--- config.mk ---
export PLATFORM = sky130hd
export DESIGN_NAME = regfile_8x16
export DESIGN_NICKNAME = d
export VERILOG_FILES = /design/src/rtl/cpu_pkg.sv /design/src/rtl/regfile_8x16_dmux.sv /design/src/rtl/regfile_8x16.sv
export SDC_FILE = /design/constraint.sdc
export NUM_CORES = 1
export LEC_CHECK = 0
export ABC_AREA = 1
export CAP_MARGIN = 20
export CORE_ASPECT_RATIO = 0.75
export CORE_MARGIN = 4
export CORE_UTILIZATION = 58
export DETAILED_ROUTE_END_ITERATION = 12
export HOLD_SLACK_MARGIN = 0.08
export PLACE_DENSITY = 0.82
export SLEW_MARGIN = 20
export SYNTH_ARGS = -nofsm -noshare
export SYNTH_HDL_FRONTEND = slang
export SYNTH_SLANG_ARGS = --single-unit
--- constraint.sdc ---
create_clock -name clk -period 4.5 [get_ports clk]
set_clock_uncertainty 0.15 [all_clocks]
set_input_delay 0.45 -clock clk [delete_from_list [all_inputs] [get_ports clk]]
set_output_delay 0.45 -clock clk [all_outputs]
set_load 0.02 [all_outputs]
--- src/rtl/cpu_pkg.sv ---
// Shared CPU datapath types and constants for the register file slice.
package cpu_pkg;

    localparam int DATA_W = 16;
    localparam int NREGS  = 8;
    localparam int ADDR_W = 3;

    typedef logic [DATA_W-1:0] word_t;
    typedef logic [ADDR_W-1:0] reg_idx_t;

    localparam reg_idx_t REG_ZERO = 3'd0;

    // Elementary 1-to-2 demux: bit 1 carries en when sel=1, bit 0 when sel=0.
    function automatic logic [1:0] demux2(input logic en, input logic sel);
        return {en & sel, en & ~sel};
    endfunction

endpackage

--- src/rtl/regfile_8x16_dmux.sv ---
// 1-to-8 write-enable demux built as a three-level tree of 1-to-2 demuxes.
module dmux_1to8
    import cpu_pkg::*;
(
    input  logic              en,
    input  logic [ADDR_W-1:0] addr,
    output logic [NREGS-1:0]  ld
);

    logic [1:0] lvl1;
    logic [3:0] lvl2;

    // Levels are split MSB first, so ld index equals addr.
    assign lvl1 = demux2(en, addr[2]);

    for (genvar i = 0; i < 2; i++) begin : g_lvl2
        assign lvl2[2*i +: 2] = demux2(lvl1[i], addr[1]);
    end

    for (genvar i = 0; i < 4; i++) begin : g_lvl3
        assign ld[2*i +: 2] = demux2(lvl2[i], addr[0]);
    end

endmodule

--- src/rtl/regfile_8x16.sv ---
// 8x16 register file: one write port, two combinational read ports, optional hard-zero R0 and write bypass.
module regfile_8x16
    import cpu_pkg::*;
#(
    parameter int DATA_W  = 16,
    parameter int NREGS   = 8,
    parameter int ADDR_W  = 3,
    parameter int ZERO_R0 = 1,
    parameter int BYPASS  = 1
)(
    input  logic              clk,
    input  logic              rst,
    input  logic              wr_en,
    input  logic [ADDR_W-1:0] wr_addr,
    input  logic [DATA_W-1:0] wr_data,
    input  logic [ADDR_W-1:0] rd_addr_a,
    input  logic [ADDR_W-1:0] rd_addr_b,
    output logic [DATA_W-1:0] rd_data_a,
    output logic [DATA_W-1:0] rd_data_b,
    output logic              wr_ack,
    output logic [ADDR_W-1:0] last_wr_addr
);

    localparam bit R0_HARD = (ZERO_R0 != 0);
    localparam bit BYP_ON  = (BYPASS != 0);

    logic [NREGS-1:0]  ld;
    logic              accept;
    logic [DATA_W-1:0] regs [NREGS];

    assign accept = wr_en && !(R0_HARD && (wr_addr == REG_ZERO));

    dmux_1to8 u_dmux (
        .en   (wr_en),
        .addr (wr_addr),
        .ld   (ld)
    );

    for (genvar i = 0; i < NREGS; i++) begin : g_reg
        localparam bit KEEP_ZERO = R0_HARD && (i == 0);
        always_ff @(posedge clk or posedge rst) begin
            if (rst) begin
                regs[i] <= '0;
            end else if (ld[i] && !KEEP_ZERO) begin
                regs[i] <= wr_data;
            end
        end
    end

    always_ff @(posedge clk or posedge rst) begin
        if (rst) begin
            wr_ack       <= 1'b0;
            last_wr_addr <= '0;
        end else begin
            wr_ack <= accept;
            if (accept) begin
                last_wr_addr <= wr_addr;
            end
        end
    end

    // R0 forcing has priority over bypass; bypass is suppressed while reset is held.
    function automatic logic [DATA_W-1:0] read_port(
        input logic [ADDR_W-1:0] ra,
        input logic [DATA_W-1:0] stored,
        input logic              byp_en,
        input logic [ADDR_W-1:0] waddr,
        input logic [DATA_W-1:0] wdata
    );
        logic [DATA_W-1:0] val;
        val = stored;
        if (BYP_ON && byp_en && (ra == waddr)) begin
            val = wdata;
        end
        if (R0_HARD && (ra == REG_ZERO)) begin
            val = '0;
        end
        return val;
    endfunction

    always_comb begin
        rd_data_a = read_port(rd_addr_a, regs[rd_addr_a], wr_en && !rst, wr_addr, wr_data);
        rd_data_b = read_port(rd_addr_b, regs[rd_addr_b], wr_en && !rst, wr_addr, wr_data);
    end

endmodule
==> impl_summary.txt, run 1 <==
----------------------------------------------------
[Run status]
  Run status ... finished clean

[Critical path]
  Slowest cell on crit path ... sky130_fd_sc_hd__clkdlybuf4s50_1
  Critical Path End Type ... primary output
  Cell family with most CP delay ... buffers and inverters
  Total buffers and inverters traversed by the critical path ... 4
  WS Path Type ... input port to primary output
  Slowest Stage Delay on Critical Path ... 0.81 ns
  Arrival @ worst endpoint ... 3.22 ns
  Required time of the critical path ... 3.90 ns
  Kind of start point of the critical path ... input port
  Series of cell instances along the critical path ... clkdlybuf4s50_1, inv_4, buf_4, nor2_2, nand3_1, nand2_1, a21oi_1, nor2_1, nor2_1, clkdlybuf4s50_1
  Worst Path Max Fanout ... 14

[Layout]
  Commonest non-fill, non-tap cells in the layout ... 418 x sky130_fd_sc_hd__nand2_1, 138 x sky130_fd_sc_hd__nand3_1, 118 x sky130_fd_sc_hd__o21ai_0, 116 x sky130_fd_sc_hd__dfrtp_1, 66 x sky130_fd_sc_hd__nor2_1
  Finished layout cell area ... 0.00821 mm^2
  Layout Nets ... 1102
  Relative area change from synthesis to final layout ... 17.4%
  Most frequent standard cell in the layout excluding fill and tap cells ... sky130_fd_sc_hd__nand2_1
  Number of inserted filler cells in the final layout ... 921
  Fraction of layout instances using a drive strength above 1 ... 7.18%
  Antenna diode instance count ... 0

[Logic synthesis]
  Main combinational cell family by area after synthesis ... simple AND/OR/NAND/NOR gates
  Arithmetic-cell share of the synthesized area counting full adders, half adders and majority gates ... 0%
  Synth Instances ... 1044
  Cell area after synthesis ... 0.00699 mm^2
  Sequential cell area fraction in the yosys report ... 41.5%
  Share of the synthesized area in compound gates (AO/OA/AOI/OAI) ... 12.5%
  Count of warnings emitted by yosys ... 16
  Post-synthesis share of cell area spent on and, or, nand and nor gates ... 37.6%
  Number of flip-flops and latches in the synthesized netlist ... 116
  XOR/XNOR Fraction of Synth Area ... 0%
  Net count after synthesis ... 1072
  Post-Syn Area per Cell ... 6.70 um^2
  Post-synth cell types ... 27
  Share of synthesized area spent on multiplexers ... 0%

[Power and ir drop]
  Max VDD drop ... 0.000319 V
  Power after layout ... 3.71 mW
  Power density of the placed cells ... 452 mW/mm^2
  P_leak ... 4.03 nW

[Global routing]
  First-pass GRT wire length ... 37500 um
  Largest net degree at the start of global routing ... 117
  GRT overflow ... 0
  GRT Total Usage ... 35.0%
  Initial antenna violation count ... 0
  Vias in the first global route ... 7159

[Routing]
  Vias after detailed routing ... 7544
  Number of remaining DRC errors ... 0
  Antenna-violating nets left ... 0
  Starting DRT DRC Count ... 1090
  Post-Route WL ... 23500 um
  Avg WL per Cell ... 18.8 um
  Iteration count of the initial detailed-routing pass ... 6
  Vias per cell ... 6.04

[Min path]
  Worst hold path class ... flip-flop to flip-flop

[Floorplanning]
  Starting Density ... 59.8%
  Area of the core region ... 0.0117 mm^2
  Height of the die ... 103 um
  Horizontal die dimension ... 135 um
  # IOs ... 64
  Die footprint ... 0.0139 mm^2
  Row count ... 34

[Clock network]
  Count of buffers added by post-CTS timing repair for setup ... 0
  Clock transition at the registers of the reported paths ... 0.06 ns
  CTS sink cnt ... 116
  Master cell of the clock root buffer ... sky130_fd_sc_hd__clkbuf_16
  H-tree depth ... 4
  Hold_buf cts ... 0
  Total of cells resized after clock tree synthesis ... 0
  Clock buffer depth ... 2
  Clk Latency, worst-skew pair ... 0.42 ns
  CTS tree ... yes
  Num CTS Buffers ... 17

[STA]
  Max transition margin ... 45.1%
  Final Hold Vio Count ... 0
  Max Clk Rate ... 261 MHz
  Final setup vio count ... 0
  Setup repair after global routing missed its margin ... no
  Final Slew Violations ... 0
  Total negative slack for setup checks ... 0 ns
  Time the worst path needs with I/O delays and setup ... 3.82 ns
  Slew of the pin with the lowest slew margin ... 0.821 ns
  Part of the cycle the worst path needs ... 85.0%

[Placement]
  GP Congestion ... 0.876
  IO buf count ... 63
  Half-perimeter wire length of the detailed placement result ... 13400 um
  Post-Place Cell Area ... 0.00755 mm^2

[Job]
  Max-cap violations ... 0

----------------------------------------------------
-- sequential cells by signal, indices dropped and copies added, names as in the netlist --
signal,count
last_wr_addr,3
wr_ack,1
regs,112
-- worst paths after layout --
check                             start            to  slack (ns)  cells past startpoint
min in group asynchronous           rst     regs[111]        0.41                      3
min reg2reg                    regs[78]      regs[78]        0.34                      2
max                        rd_addr_b[1]  rd_data_b[1]        0.68                     10
min                            regs[78]      regs[78]        0.34                      2
max reg2reg                    regs[83]      regs[83]        3.57                      2
max in group asynchronous           rst       regs[4]        3.27                      3
-- cell usage after synthesis --
| master | number | share of area (%) |
|---|---|---|
| sky130_fd_sc_hd__nor2_8 | 1 | 0.29 |
| sky130_fd_sc_hd__buf_4 | 14 | 1.5 |
| sky130_fd_sc_hd__dfrtp_1 | 116 | 42 |
| sky130_fd_sc_hd__nand2_4 | 2 | 0.32 |
| sky130_fd_sc_hd__buf_1 | 1 | 0.054 |
| sky130_fd_sc_hd__nor2_1 | 66 | 3.5 |
| sky130_fd_sc_hd__inv_2 | 9 | 0.48 |
| sky130_fd_sc_hd__nor3_1 | 2 | 0.14 |
| sky130_fd_sc_hd__o21ai_1 | 36 | 2.6 |
| sky130_fd_sc_hd__or2_2 | 1 | 0.090 |
| sky130_fd_sc_hd__nor2_4 | 1 | 0.16 |
| sky130_fd_sc_hd__nand2_1 | 422 | 23 |
| sky130_fd_sc_hd__clkbuf_2 | 1 | 0.072 |
| sky130_fd_sc_hd__nand2_2 | 3 | 0.27 |
| sky130_fd_sc_hd__o21ai_2 | 1 | 0.13 |
| sky130_fd_sc_hd__a21oi_1 | 12 | 0.86 |
| sky130_fd_sc_hd__o21ai_0 | 118 | 8.4 |
| sky130_fd_sc_hd__clkbuf_1 | 30 | 1.6 |
| sky130_fd_sc_hd__buf_2 | 12 | 0.86 |
| sky130_fd_sc_hd__buf_6 | 10 | 1.6 |
| sky130_fd_sc_hd__a21oi_2 | 1 | 0.13 |
| sky130_fd_sc_hd__o211ai_1 | 2 | 0.21 |
| sky130_fd_sc_hd__inv_4 | 1 | 0.090 |
| sky130_fd_sc_hd__inv_1 | 40 | 2.1 |
| sky130_fd_sc_hd__a21boi_0 | 1 | 0.11 |
| sky130_fd_sc_hd__nand3_1 | 138 | 9.9 |
| sky130_fd_sc_hd__nor2_2 | 3 | 0.27 |
-- power breakdown --
part,switching (mW),internal [mW]
logic,0.507,0.321
clock network,0.525,0.965
registers,0.157,1.24
-- tightest hold or removal path, stage by stage (launching register included) --
cell and delay, ns:
sky130_fd_sc_hd__dfrtp_1 0.34, sky130_fd_sc_hd__nand2_1 0.05, sky130_fd_sc_hd__o21ai_0 0.06
-- through the flow --
| stage | cells | hold WS (ns) | util (%) | setup slack [ns] |
|---|---|---|---|---|
| final | 1249 | 0.341 | 70.2 | 0.675 |
| after CTS | 1249 | 0.342 | 70.1 | 0.749 |
| after floorplan | 1044 | 0.303 | - | 0.828 |
| after global placement | 1217 | 0.318 | 64.6 | 0.807 |
| after global routing | 1249 | 0.376 | 70.2 | 0.545 |
| after detailed placement | 1217 | 0.326 | 64.6 | 0.773 |
-- routing by layer --
layer	GRT usage [%]	vias up	share of wire (%)
met5	0	-	0
met4	16.3	0	3.5
met3	8.98	77	13
met2	54.4	545	45
met1	46.6	3497	39
li1	-	3425	-
-- final cells by class --
class	count	area, um^2	share of cell area, %
multi-input cells	810	3510	42.7
flip-flops and latches	116	2900	35.3
repair buffers	79	753	9.17
clock buffers	19	453	5.51
well taps	162	203	2.47
clock inverters	13	198	2.41
inverters	50	193	2.35
-- cell families (layout without fill, tap and decap cells) --
family,Yosys count,after routing
AO/OA/AOI/OAI,171,171
buffers and inverters,118,161
flip-flops,116,116
AND/OR/NAND/NOR,639,639
No activity file was read; power rests on OpenSTA's default activity.
==> run 2: changes to the inputs <==
- clock period: 4.5 -> 3.85 ns (I/O delays scaled with it)
==> run 2 against run 1 <==
Net effect: combinational power rose by 18%; cell area barely moved; first-iteration DRC count rose by 14%; total power rose by 12%; clock power rose by 4%; utilization barely moved; sequential power rose by 18%; worst hold slack got worse by 0.12 ns; critical path type unchanged; highest routed layer unchanged.
==> impl_summary.txt, run 2 (same netlist as run 1, synthesis figures left out) <==
----------------------------------------------------
[Clock network]
  Clock transition at the registers of the reported paths ... 0.06 ns (about the same)
  Total of cells resized after clock tree synthesis ... 0 (unchanged)
  Hold_buf cts ... 0 (unchanged)
  Clock buffer depth ... 2 (unchanged)
  Clk Latency, worst-skew pair ... 0.42 ns (about the same)
  CTS tree ... yes
  Master cell of the clock root buffer ... sky130_fd_sc_hd__clkbuf_16
  CTS sink cnt ... 116 (unchanged)
  Count of buffers added by post-CTS timing repair for setup ... 0 (unchanged)
  H-tree depth ... 4 (unchanged)
  Num CTS Buffers ... 17 (unchanged)

[STA]
  Time the worst path needs with I/O delays and setup ... 3.51 ns
  Final Hold Vio Count ... 0 (unchanged)
  Final Slew Violations ... 0 (unchanged)
  Part of the cycle the worst path needs ... 91.2%
  Setup repair after global routing missed its margin ... no
  Final setup vio count ... 0 (unchanged)
  Max Clk Rate ... 285 MHz
  Total negative slack for setup checks ... 0 ns (unchanged)
  Slew of the pin with the lowest slew margin ... 0.738 ns (-0.0832 ns)
  Max transition margin ... 50.7% (+5.6 points)
  Final worst hold slack ... 0.220 ns (-0.121 ns)

[Critical path]
  FF-to-FF path depth ... 2 (unchanged)
  Worst R2R End ... regs[40]
  Setup slack of the most critical reg-to-reg path ... 2.94 ns (-0.63 ns)
  Worst r2r src ... regs[40]
  Required time of the critical path ... 3.31 ns (-0.59 ns)
  Worst Path Max Fanout ... 12 (-2)
  Critical Path End Type ... primary output
  WS Path Type ... input port to primary output
  Kind of start point of the critical path ... input port
  Arrival @ worst endpoint ... 2.98 ns (-0.24 ns)

[Placement]
  IO buf count ... 63 (unchanged)
  Half-perimeter wire length of the detailed placement result ... 14400 um (+7.2%)
  GP Congestion ... 0.990 (+13%)

[Layout]
  Commonest non-fill, non-tap cells in the layout ... 422 x sky130_fd_sc_hd__nand2_1, 138 x sky130_fd_sc_hd__nand3_1, 118 x sky130_fd_sc_hd__o21ai_0, 116 x sky130_fd_sc_hd__dfrtp_1, 66 x sky130_fd_sc_hd__nor2_1
  Most frequent standard cell in the layout excluding fill and tap cells ... sky130_fd_sc_hd__nand2_1
  Relative area change from synthesis to final layout ... 17.5% (about the same)
  Layout Nets ... 1113 (+1.0%)
  Antenna diode instance count ... 0 (unchanged)
  Top register by number of flip-flops ... regs
  Max reg flops ... 112 (unchanged)
  Final Util ... 70.2% (about the same)
  Fraction of layout instances using a drive strength above 1 ... 7.65% (+0.47 points)
  Largest registers ... regs: 112 flops, last_wr_addr: 3 flops, wr_ack: 1 flops

[Global routing]
  Largest net degree at the start of global routing ... 85 (-27%)
  GRT Total Usage ... 34.6% (-0.35 points)
  Initial antenna violation count ... 0 (unchanged)
  GRT overflow ... 0 (unchanged)
  First-pass GRT wire length ... 37100 um (-0.94%)
  Vias in the first global route ... 7123 (-0.50%)

[Floorplanning]
  Starting Density ... 59.8% (unchanged)
  Height of the die ... 103 um (unchanged)
  Horizontal die dimension ... 135 um (unchanged)
  Row count ... 34 (unchanged)
  # IOs ... 64 (unchanged)
  Area of the core region ... 0.0117 mm^2 (unchanged)
  Die footprint ... 0.0139 mm^2 (unchanged)

[Routing]
  Iteration count of the initial detailed-routing pass ... 7 (+1)
  Number of remaining DRC errors ... 0 (unchanged)
  Vias after detailed routing ... 7574 (+0.40%)
  Avg WL per Cell ... 18.4 um (-2.3%)
  Vias per cell ... 6.01 (-0.48%)
  Post-Route WL ... 23200 um (-1.4%)
  Starting DRT DRC Count ... 1245 (+14%)
  Antenna-violating nets left ... 0 (unchanged)

[Power and ir drop]
  Power density of the placed cells ... 507 mW/mm^2 (+12%)
  Max VDD drop ... 0.000348 V (+9.1%)
  P_leak ... 4.04 nW (+0.28%)

[Job]
  Max-cap violations ... 0 (unchanged)

[Min path]
  Worst hold path class ... input port to asynchronous set/reset pin

[Run status]
  Run status ... finished clean

----------------------------------------------------
run 2: changes by cell type in the layout (fill, tap and decap cells not counted), sizes merged:
| cell | before | now |
|---|---|---|
| buf | 18 | 29 |
| bufinv | 4 | 1 |
| clkbuf | 19 | 18 |
| clkinvlp | 1 | 2 |
| inv | 53 | 56 |
run 2: layer usage:
layer	global-route usage (%)	wire, um	up-vias
met5	0	0	-
met4	17.7	970	0
met3	9.41	2960	113
met2	52.8	10100	593
met1	45.9	9190	3424
li1	-	-	3444
run 2: cell type report:
class / instances / area [um^2]
Clock inverter: 14 / 146
Tap cell: 162 / 203
Sequential cell: 116 / 2900
Clock buffer: 18 / 429
Fill cell: 969 / 3480
Multi-Input combinational cell: 810 / 3500
Timing Repair Buffer: 90 / 843
Inverter: 50 / 193
run 2: power by group:
part	switching, mW	internal (mW)	total [mW]
clock network	0.646	0.907	1.55
registers	0.192	1.45	1.64
logic	0.592	0.381	0.973
run 2: worst max-delay path: stages:
cell	delay, ns
sky130_fd_sc_hd__clkdlybuf4s50_1	0.67
sky130_fd_sc_hd__nor2_2	0.51
sky130_fd_sc_hd__nand2_1	0.45
sky130_fd_sc_hd__buf_4	0.30
sky130_fd_sc_hd__o21ai_0	0.07
sky130_fd_sc_hd__nor2_1	0.06
sky130_fd_sc_hd__clkdlybuf4s50_1	0.53
run 2: worst max-delay path by stage:
stage	start	end	slack [ns]
CTS	rd_addr_b[1]	rd_data_b[7]	0.41
global route	rd_addr_b[1]	rd_data_b[7]	0.23
detailed placement	rd_addr_b[1]	rd_data_b[7]	0.45
finish	rd_addr_b[1]	rd_data_b[7]	0.34
global placement	rd_addr_b[1]	rd_data_b[7]	0.51
floorplan	rst	last_wr_addr[0]	0.24
run 2: metrics by stage:
step | cell area, um^2 | instances | total power, mW | worst slack (ns)
floorplan | 6990 | 1044 | 2.24 | 0.243
global placement | 7630 | 1227 | 2.56 | 0.509
detailed placement | 7640 | 1228 | 2.59 | 0.447
CTS | 8220 | 1260 | 4.14 | 0.407
global route | 8220 | 1260 | 4.36 | 0.225
finish | 8220 | 1260 | 4.16 | 0.339
